### config.mk
export PLATFORM = sky130hd
export DESIGN_NAME = control_unit_fsm_flat
export DESIGN_NICKNAME = d
export VERILOG_FILES = /design/src/rtl/ctrl_pkg.sv /design/src/rtl/control_unit_fsm_if.sv /design/src/rtl/ctrl_decoder.sv /design/src/rtl/control_unit_fsm.sv /design/src/flat_wrapper.sv
export SDC_FILE = /design/constraint.sdc
export NUM_CORES = 1
export LEC_CHECK = 0
export BUFFER_PORTS_ARGS = -buffer_cell sky130_fd_sc_hd__buf_2
export CAP_MARGIN = 20
export CORE_MARGIN = 10
export CORE_UTILIZATION = 45
export CTS_CLUSTER_DIAMETER = 60
export DETAILED_ROUTE_END_ITERATION = 7
export PLACE_DENSITY = 0.68
export SLEW_MARGIN = 20
export SYNTH_ARGS = -nofsm -noshare
export SYNTH_HDL_FRONTEND = slang
export SYNTH_SLANG_ARGS = --single-unit
### constraint.sdc
create_clock -name clk -period 6.3 [get_ports clk]
set_input_delay 0.315 -clock clk [delete_from_list [all_inputs] [get_ports clk]]
set_output_delay 0.315 -clock clk [all_outputs]
set_load 0.01 [all_outputs]
### src/rtl/ctrl_pkg.sv
// ----------------------------------------------------------------------------
// ctrl_pkg
// Shared definitions for the multicycle RISC-V control unit:
//   - opcode constants for every instruction class the unit recognises
//   - alu_cmd encodings driven towards the datapath ALU
//   - phase and run/halt state enumerations
//   - decode_t: the decoder's output record, consumed by the top-level FSM
// ----------------------------------------------------------------------------
package ctrl_pkg;

    // Opcodes (instr[6:0])
    localparam logic [6:0] OP_RTYPE  = 7'b0110011;
    localparam logic [6:0] OP_IALU   = 7'b0010011;
    localparam logic [6:0] OP_LOAD   = 7'b0000011;
    localparam logic [6:0] OP_STORE  = 7'b0100011;
    localparam logic [6:0] OP_BRANCH = 7'b1100011;
    localparam logic [6:0] OP_JAL    = 7'b1101111;
    localparam logic [6:0] OP_BUBBLE = 7'b0000000;

    // ALU commands. FUNCT hands the choice of operation to the datapath,
    // which decodes funct3/funct7 itself. Other codes are reserved.
    localparam logic [3:0] ALU_ADD   = 4'd0;
    localparam logic [3:0] ALU_SUB   = 4'd1;
    localparam logic [3:0] ALU_FUNCT = 4'd15;

    // One datapath instruction spans the four phases below.
    typedef enum logic [1:0] {
        PH_IF = 2'd0,
        PH_ID = 2'd1,
        PH_EX = 2'd2,
        PH_WB = 2'd3
    } phase_e;

    typedef enum logic {
        RUN  = 1'b0,
        HALT = 1'b1
    } state_e;

    // Decoded view of one opcode. rf_we / d_mem_we are write intents that
    // only reach the outputs during the WB phase.
    typedef struct packed {
        logic       legal;
        logic       bubble;
        logic       rf_we;
        logic       d_mem_we;
        logic       alu_src;
        logic       rf_src;
        logic       pc_src;
        logic [3:0] alu_cmd;
    } decode_t;

endpackage

### src/rtl/control_unit_fsm_if.sv
// ----------------------------------------------------------------------------
// control_unit_fsm_if
// Bundle between the control unit and the datapath.
//   opcode   : instruction opcode exported by the datapath
//   d_mem_we : data-memory write enable
//   rf_we    : register-file write enable
//   alu_src  : 0 = register B operand, 1 = immediate
//   pc_src   : 1 = PC takes PC+imm
//   rf_src   : 0 = ALU result, 1 = memory data written to the register file
//   alu_cmd  : ALU command (ctrl_pkg ALU_* encodings)
//   phase    : current phase 0..3 (IF, ID, EX, WB)
//   illegal  : sticky illegal-opcode flag
//   retired  : saturating count of retired non-bubble instructions
// Modports: master = control unit, slave = datapath.
// ----------------------------------------------------------------------------
interface control_unit_fsm_if #(
    parameter int CNT_W = 32
);
    logic [6:0]       opcode;
    logic             d_mem_we;
    logic             rf_we;
    logic             alu_src;
    logic             pc_src;
    logic             rf_src;
    logic [3:0]       alu_cmd;
    logic [1:0]       phase;
    logic             illegal;
    logic [CNT_W-1:0] retired;

    modport master (
        input  opcode,
        output d_mem_we, rf_we, alu_src, pc_src, rf_src, alu_cmd,
        output phase, illegal, retired
    );

    modport slave (
        output opcode,
        input  d_mem_we, rf_we, alu_src, pc_src, rf_src, alu_cmd,
        input  phase, illegal, retired
    );
endinterface

### src/rtl/ctrl_decoder.sv
// ----------------------------------------------------------------------------
// ctrl_decoder
// Purely combinational opcode decoder.
//   opcode : instruction opcode
//   dec    : decoded control record (legal, bubble, write intents, muxes, alu)
// Anything not listed below is illegal; the bubble opcode is legal but does
// nothing and is not counted as a retired instruction.
// ----------------------------------------------------------------------------
module ctrl_decoder
    import ctrl_pkg::*;
(
    input  logic [6:0] opcode,
    output decode_t    dec
);

    always_comb begin
        dec         = '0;
        dec.alu_cmd = ALU_ADD;
        dec.legal   = 1'b1;
        unique case (opcode)
            OP_RTYPE: begin
                dec.rf_we   = 1'b1;
                dec.alu_cmd = ALU_FUNCT;
            end
            OP_IALU: begin
                dec.rf_we   = 1'b1;
                dec.alu_src = 1'b1;
                dec.alu_cmd = ALU_FUNCT;
            end
            OP_LOAD: begin
                dec.rf_we   = 1'b1;
                dec.alu_src = 1'b1;
                dec.rf_src  = 1'b1;
            end
            OP_STORE: begin
                dec.d_mem_we = 1'b1;
                dec.alu_src  = 1'b1;
            end
            OP_BRANCH: begin
                // The datapath resolves the branch from the ALU flags, so
                // pc_src stays low here.
                dec.alu_cmd = ALU_SUB;
            end
            OP_JAL: begin
                // Link register write is not supported: jump only.
                dec.pc_src = 1'b1;
            end
            OP_BUBBLE: begin
                dec.bubble = 1'b1;
            end
            default: begin
                dec.legal = 1'b0;
            end
        endcase
    end

endmodule

### src/rtl/control_unit_fsm.sv
// ----------------------------------------------------------------------------
// control_unit_fsm
// Multicycle control unit for a RISC-V datapath. Each instruction takes four
// clk cycles (IF, ID, EX, WB). The opcode is sampled only on the edge that
// leaves IF; the decoded controls then hold for ID..WB and clear on the edge
// back into IF. Write enables are exposed during WB only, for exactly one
// cycle. An illegal opcode raises a sticky flag and halts the unit with all
// controls low and phase frozen at ID until reset.
//   clk  : system clock, rising edge
//   rst  : synchronous active-high reset
//   bus  : control_unit_fsm_if master modport (opcode in, controls out)
// ----------------------------------------------------------------------------
module control_unit_fsm
    import ctrl_pkg::*;
#(
    parameter int CNT_W = 32
) (
    input  logic                  clk,
    input  logic                  rst,
    control_unit_fsm_if.master    bus
);

    localparam logic [CNT_W-1:0] RETIRED_MAX = {CNT_W{1'b1}};

    decode_t dec;

    state_e           state_reg;
    phase_e           phase_reg;
    logic             rf_we_reg;
    logic             d_mem_we_reg;
    logic             alu_src_reg;
    logic             pc_src_reg;
    logic             rf_src_reg;
    logic [3:0]       alu_cmd_reg;
    logic             illegal_reg;
    logic [CNT_W-1:0] retired_reg;

    // Write intents captured at decode; they are only copied onto the
    // visible enables when entering WB.
    logic             rf_we_pend_reg;
    logic             d_mem_we_pend_reg;
    // Set when the instruction in flight should bump the retired counter.
    logic             count_reg;

    ctrl_decoder u_decoder (
        .opcode (bus.opcode),
        .dec    (dec)
    );

    always_ff @(posedge clk) begin
        if (rst) begin
            state_reg         <= RUN;
            phase_reg         <= PH_IF;
            rf_we_reg         <= 1'b0;
            d_mem_we_reg      <= 1'b0;
            alu_src_reg       <= 1'b0;
            pc_src_reg        <= 1'b0;
            rf_src_reg        <= 1'b0;
            alu_cmd_reg       <= ALU_ADD;
            illegal_reg       <= 1'b0;
            retired_reg       <= '0;
            rf_we_pend_reg    <= 1'b0;
            d_mem_we_pend_reg <= 1'b0;
            count_reg         <= 1'b0;
        end else if (state_reg == RUN) begin
            unique case (phase_reg)
                PH_IF: begin
                    phase_reg <= PH_ID;
                    if (!dec.legal) begin
                        // Controls are already low here (cleared entering
                        // IF); force them anyway so HALT is self-evidently
                        // quiet.
                        state_reg         <= HALT;
                        illegal_reg       <= 1'b1;
                        alu_src_reg       <= 1'b0;
                        pc_src_reg        <= 1'b0;
                        rf_src_reg        <= 1'b0;
                        alu_cmd_reg       <= ALU_ADD;
                        rf_we_pend_reg    <= 1'b0;
                        d_mem_we_pend_reg <= 1'b0;
                        count_reg         <= 1'b0;
                    end else begin
                        alu_src_reg       <= dec.alu_src;
                        pc_src_reg        <= dec.pc_src;
                        rf_src_reg        <= dec.rf_src;
                        alu_cmd_reg       <= dec.alu_cmd;
                        rf_we_pend_reg    <= dec.rf_we;
                        d_mem_we_pend_reg <= dec.d_mem_we;
                        count_reg         <= !dec.bubble;
                    end
                end
                PH_ID: begin
                    phase_reg <= PH_EX;
                end
                PH_EX: begin
                    phase_reg    <= PH_WB;
                    rf_we_reg    <= rf_we_pend_reg;
                    d_mem_we_reg <= d_mem_we_pend_reg;
                end
                PH_WB: begin
                    phase_reg         <= PH_IF;
                    rf_we_reg         <= 1'b0;
                    d_mem_we_reg      <= 1'b0;
                    alu_src_reg       <= 1'b0;
                    pc_src_reg        <= 1'b0;
                    rf_src_reg        <= 1'b0;
                    alu_cmd_reg       <= ALU_ADD;
                    rf_we_pend_reg    <= 1'b0;
                    d_mem_we_pend_reg <= 1'b0;
                    count_reg         <= 1'b0;
                    if (count_reg && (retired_reg != RETIRED_MAX)) begin
                        retired_reg <= retired_reg + CNT_W'(1);
                    end
                end
                default: begin
                    phase_reg <= PH_IF;
                end
            endcase
        end
        // HALT: every register holds; only rst leaves this state.
    end

    assign bus.d_mem_we = d_mem_we_reg;
    assign bus.rf_we    = rf_we_reg;
    assign bus.alu_src  = alu_src_reg;
    assign bus.pc_src   = pc_src_reg;
    assign bus.rf_src   = rf_src_reg;
    assign bus.alu_cmd  = alu_cmd_reg;
    assign bus.phase    = phase_reg;
    assign bus.illegal  = illegal_reg;
    assign bus.retired  = retired_reg;

endmodule

### src/flat_wrapper.sv
// flat-port wrapper written by rule: the top's interface ports become plain ports
module control_unit_fsm_flat import ctrl_pkg::*;
#(
    parameter int CNT_W = 32
)
  (clk, rst, bus_opcode, bus_d_mem_we, bus_rf_we, bus_alu_src, bus_pc_src, bus_rf_src, bus_alu_cmd, bus_phase, bus_illegal, bus_retired);
  control_unit_fsm_if #(.CNT_W(CNT_W)) bus_i ();
  input  logic clk;
  input  logic rst;
  input wire logic [$bits(bus_i.opcode)-1:0] bus_opcode;
  output wire logic [$bits(bus_i.d_mem_we)-1:0] bus_d_mem_we;
  output wire logic [$bits(bus_i.rf_we)-1:0] bus_rf_we;
  output wire logic [$bits(bus_i.alu_src)-1:0] bus_alu_src;
  output wire logic [$bits(bus_i.pc_src)-1:0] bus_pc_src;
  output wire logic [$bits(bus_i.rf_src)-1:0] bus_rf_src;
  output wire logic [$bits(bus_i.alu_cmd)-1:0] bus_alu_cmd;
  output wire logic [$bits(bus_i.phase)-1:0] bus_phase;
  output wire logic [$bits(bus_i.illegal)-1:0] bus_illegal;
  output wire logic [$bits(bus_i.retired)-1:0] bus_retired;
  assign bus_i.opcode = bus_opcode;
  assign bus_d_mem_we = bus_i.d_mem_we;
  assign bus_rf_we = bus_i.rf_we;
  assign bus_alu_src = bus_i.alu_src;
  assign bus_pc_src = bus_i.pc_src;
  assign bus_rf_src = bus_i.rf_src;
  assign bus_alu_cmd = bus_i.alu_cmd;
  assign bus_phase = bus_i.phase;
  assign bus_illegal = bus_i.illegal;
  assign bus_retired = bus_i.retired;
  control_unit_fsm #(.CNT_W(CNT_W)) u_core (.clk(clk), .rst(rst), .bus(bus_i));
endmodule
---- Word-level counts from Yosys, hierarchy flattened ----
Index checks and enable logic that the tools add are counted.
Widths: inputs -> output; s select.
word-level totals
  register bits ........................... 48
  input port bits ......................... 9
  output and inout port bits .............. 44
  logic and storage cells ................. 68
operators by class
  add/subtract/negate cells ............... 1
  equality and inequality tests ........... 10
  multiplexer cells ....................... 28
  bitwise gates (word level) .............. 2
  reductions and logical operators ........ 14
operators by type and width
  operator               count
  $add 32x1->32 const B  1
  $ne 32x32->1 const B   1
  $mux 1                 16
  $pmux 1 s2             8
  $pmux 4 s2             2
  $eq 7x6->1 const B     2
  $eq 7x7->1 const B     2
  $pmux 2 s4             1
  $eq 7x2->1 const B     1
  $eq 7x5->1 const B     1
  $logic_not 7->1        1
  $reduce_or 7->1        1
  $reduce_and 3->1       2
  $reduce_or 3->1        2
  $eq 2x2->1 const B     2
  $mux 4                 1
  $reduce_and 2->1       2
  $reduce_bool 2->1      2
  $eq 2x1->1 const B     1
  $logic_not 2->1        1
  $not 1->1              2
  $reduce_or 2->1        1
  $logic_and 1x1->1      1
  $logic_not 1->1        1

---- Logic depth before layout (Yosys ltp) ----
  depth in word-level cells ............... 6
  depth in mapped cells ................... 7
  gate-level depth less buffers ........... 6

---- Cells and area by module ----
Synthesis repeated with hierarchy kept, for this count alone.
unflattened totals
  cell total of the unflattened synthesis .. 281
  area total of the unflattened synthesis .. 2473.6 um^2
modules (own cells, without submodules)
  module            instances  cells an instance  area each (um^2)  seq. area each (um^2)
  control_unit_fsm  1          261                2343.5            960.9
  ctrl_decoder      1          20                 130.1             0.0

---- Least setup slack after synthesis ----
No wires, ideal clock.
  path type ............................... reg-to-reg
  from .................................... register u_core.phase_reg[1], in the netlist u_core.bus.phase[1]
  to ...................................... register u_core.retired_reg[20], in the netlist u_core.bus.retired[20]
  setup time .............................. 0.121 ns
  data arrival time ....................... 1.958 ns
  required time ........................... 6.179 ns
  path slack .............................. 4.221 ns
  cell stages (with the launch flop) ...... 8
  buffers on the path ..................... 1
  period minus slack after synthesis ...... 2.079 ns
  cell sequence ........................... dfxtp_1 -> ha_1 -> and3b_1 -> buf_6 -> nand3_2 -> a211oi_1 -> and4_1 -> mux2_2
on the way
  cells in the longest elaborated chain, start to end .. 2
RTL lines
  item                               RTL line                 text
  start, declared                    control_unit_fsm.sv:28   phase_e phase_reg;
  start signal, assigned             control_unit_fsm.sv:53   phase_reg <= PH_IF;
  start signal, assigned             control_unit_fsm.sv:68   phase_reg <= PH_ID;
  start signal, assigned             control_unit_fsm.sv:93   phase_reg <= PH_EX;
  $eq 2x2->1                         control_unit_fsm.sv:66   unique case (phase_reg)
  $reduce_and 3->1 (no source line)  -
  end signal, assigned               control_unit_fsm.sv:112  retired_reg <= retired_reg + CNT_W'(1);
  end, declared                      control_unit_fsm.sv:36   logic [CNT_W-1:0] retired_reg;
No other way between the ends.
A chain may end at the register's enable or synchronous reset.

---- Worst setup path in the final report ----
Ends and elaborated chain as after synthesis.

==> summary.md <==
| Metric | Value |
|---|---|
| Hold Crit Class | `input port to flip-flop` |
| Synth Register Bits | `46` |
| Initial Utilization | `46.3%` |
| Gr usage total | `12.7%` |
| Maximum vdd drop | `about 0.00015 V` |
| Maximum clock rate | `422 MHz` |
| Place WS | `between 3000 and 4000 ps` |
| Post-CTS Resized | `0` |
| CTS Buf Count | `5` |
| Grt total ovfl | `0` |
| Vias per cell | `around 5.4` |
| CTS tree | `done` |
| Register area share after synthesis | `39.2%` |
| Total number of vias | `2058` |
| PD cells | `219 nW/um^2` |
| CP required | `6490 ps` |
| Synth warn | `0` |
| Pin count of the biggest net entering global routing | `between 40 and 50` |
| Final nets | `322` |
| Antenna violations before repair | `0` |
| Synthesis-to-finish area growth | `15.2%` |
| Clock sinks | `46` |
| Number of global-route vias before repair | `~2000` |
| DRT Pass-1 Iters | `4` |
| I/O pins | `between 50 and 60` |
| First-pass GRT wire length | `around 9100 um` |
| Die height | `92.3 um` |
| Area of the multi-input gates | `1320 um^2` |
| Residual DRC | `0` |
| Setup Crit Path Kind | `flip-flop to flip-flop` |
| Async S/R FF share, synth | `0%` |
| Max-slew headroom | `35.9%` |
| Initial DRC Count | `~180` |
| Tcrit/Tclk final | `37.6%` |
| Antenna Violating Nets Remaining | `0` |
| Crit path DAT | `2560 ps` |
| Clock tree buffer depth | `2` |
| Worst-Skew Late Latency | `300 ps` |
| Die span in x | `92.3 um` |
| Post-Route WL | `roughly 5400 um` |
| Max Fanout on Critical Path | `10` |
| CTS hold repair buffers | `0` |
| Placeable core area | `5070 um^2` |
| Setup TNS after final layout | `0 ps` |
| Pleak | `1.06 nW` |
| Port Buffers | `52` |
| FP Rows | `26` |
| Setup slack after layout | `3930 ps` |
| Post-Syn Nets | `275` |
| Gate Count Post-Synth | `262` |
| Die area | `8510 um^2` |
| Setup-failing EPs final | `0` |
| Crit. End Element | `flip-flop` |
| Hpwl dp | `3990 um` |
| FILL cells | `522` |
| Util after Layout | `53.3%` |
| Synth Cell Area | `2350 um^2` |
| Final GP Congestion | `0.767` |
| # diodes | `0` |
| Seq. cell area | `921 um^2` |
| Clk_skew | `around 4 ps` |
| Max-cap violations | `0` |
| Ys flop type | `dfxtp_1` |
| Max FFs per register | `32` |
| Final hold vios | `0` |
| H-tree Lvls | `2` |
| Crit path time final | `2370 ps` |
| Setup Fix Bufs, Post-CTS | `0` |
| Slew Limit Fails | `0` |
| Share of layout cells above drive strength 1 | `25.5%` |
| Root buffer cell | `clkbuf_8` |
| RSZ-0062 raised after global routing | `false` |
| Syn avg cell area | `about 9.0 um^2` |
| Startpoint Class | `flip-flop` |
| Worst-margin pin slew | `953 ps` |
| Post-synth EDFFs | `0` |
| Yosys cell types | `49` |
| Reg clk slew, reported paths | `approximately 80 ps` |
| Status | `complete, no violations` |
| Routed WL per cell | `14.2 um` |
-- layout make-up --
cell class | instances | area share (%)
multi-input combinational | 196 | 48.6
sequential | 46 | 34.0
timing repair buffer | 52 | 9.62
tap | 70 | 3.24
clock buffer | 7 | 3.19
inverter | 8 | 1.11
clock inverter | 1 | 0.185
-- cell usage after synthesis, types with 2 or more instances --
master	count	area [um^2]
dfxtp_1	46	921
nor2_1	42	158
xnor2_1	22	193
a21oi_1	14	70.1
nand2_1	12	45.0
a211oi_1	9	67.6
nand4_1	9	56.3
o21ai_0	9	45.0
inv_1	8	30.0
nor4_2	8	100
nand3_1	7	35.0
a22o_1	6	52.6
and3_1	5	31.3
nor3_1	5	25.0
and4_1	4	35.0
buf_4	4	30.0
clkbuf_1	4	15.0
ha_1	4	50.1
a22oi_1	3	22.5
buf_6	3	33.8
nand2b_1	3	18.8
nor2b_1	3	18.8
or3_1	3	18.8
mux2i_1	2	20.0
nor3b_1	2	15.0
or4_1	2	15.0
-- power by group --
group          internal, W  switching [W]   total, W
Clock            0.0000886      0.0000957   0.000184
Combinational    0.0000341      0.0000564  0.0000905
Sequential        0.000305      0.0000146   0.000319
Total             0.000427       0.000167   0.000594
-- critical path: stages (launching register included) --
cell,delay (ps)
dfxtp_1,380
ha_1,240
and3b_1,380
nand3_2,270
a211oi_1,410
and4_1,250
mux2_2,330
-- path summary, 6_finish.rpt --
| check | from | endpoint | slack [ps] | cells past startpoint |
|---|---|---|---|---|
| max | u_core.bus.phase[1] | u_core.bus.retired[20] | 3930 | 6 |
| min | bus_opcode[5] | u_core.bus.alu_src | 350 | 3 |
| max reg2reg | u_core.bus.phase[1] | u_core.bus.retired[20] | 3930 | 6 |
| min reg2reg | u_core.count_reg | u_core.count_reg | 480 | 1 |
-- metal layers --
metal	up-vias	wire [um]	GRT usage (%)	share of wire, %
li1	1043	-	-	-
met1	956	2500	15.9	46
met2	51	2500	19.8	46
met3	8	325	4.56	6.0
met4	0	82	4.11	1.5
met5	-	0	0	0
-- placed cells by master, fill, tap and decap left out, types with 3 or more instances in the layout --
| cell type | count |
|---|---|
| nor2_1 | 42 |
| o21ai_0 | 9 |
| a22o_1 | 6 |
| buf_2 | 52 |
| a21oi_1 | 14 |
| xnor2_1 | 22 |
| and4_1 | 4 |
| a211oi_1 | 9 |
| inv_1 | 8 |
| a22oi_1 | 3 |
| dfxtp_1 | 46 |
| nor4_2 | 8 |
| or3_1 | 3 |
| nor3_1 | 5 |
| ha_1 | 4 |
| nand4_1 | 9 |
| nand2b_1 | 3 |
| nand3_1 | 7 |
| nand2_1 | 12 |
| clkbuf_8 | 6 |
| and3_1 | 5 |
| nor2b_1 | 3 |
-- logic make-up (layout without fill, tap and decap cells) --
| logic type | count (synthesis) | after routing | synth area share [%] |
|---|---|---|---|
| buffers and inverters | 20 | 68 | 4.79 |
| AO/OA/AOI/OAI | 49 | 49 | 14.3 |
| flip-flops | 46 | 46 | 39.2 |
| adder cells (fa/ha/maj) | 4 | 4 | 2.13 |
| XOR/XNOR | 22 | 22 | 8.20 |
| AND/OR/NAND/NOR | 117 | 117 | 29.6 |
| multiplexers | 4 | 4 | 1.81 |
-- metrics by stage --
step / total power (W) / cell area (um^2) / std cells / hold WS, ps
2_1_floorplan: 0.000393 / 2350 / 262 / 435
3_3_place_gp: 0.000415 / 2620 / 372 / 457
3_5_place_dp: 0.000416 / 2620 / 372 / 467
4_1_cts: 0.000602 / 2710 / 380 / 350
5_1_grt: 0.000628 / 2710 / 380 / 385
6_report: 0.000594 / 2710 / 380 / 355
(Power assumes the default switching activity.)
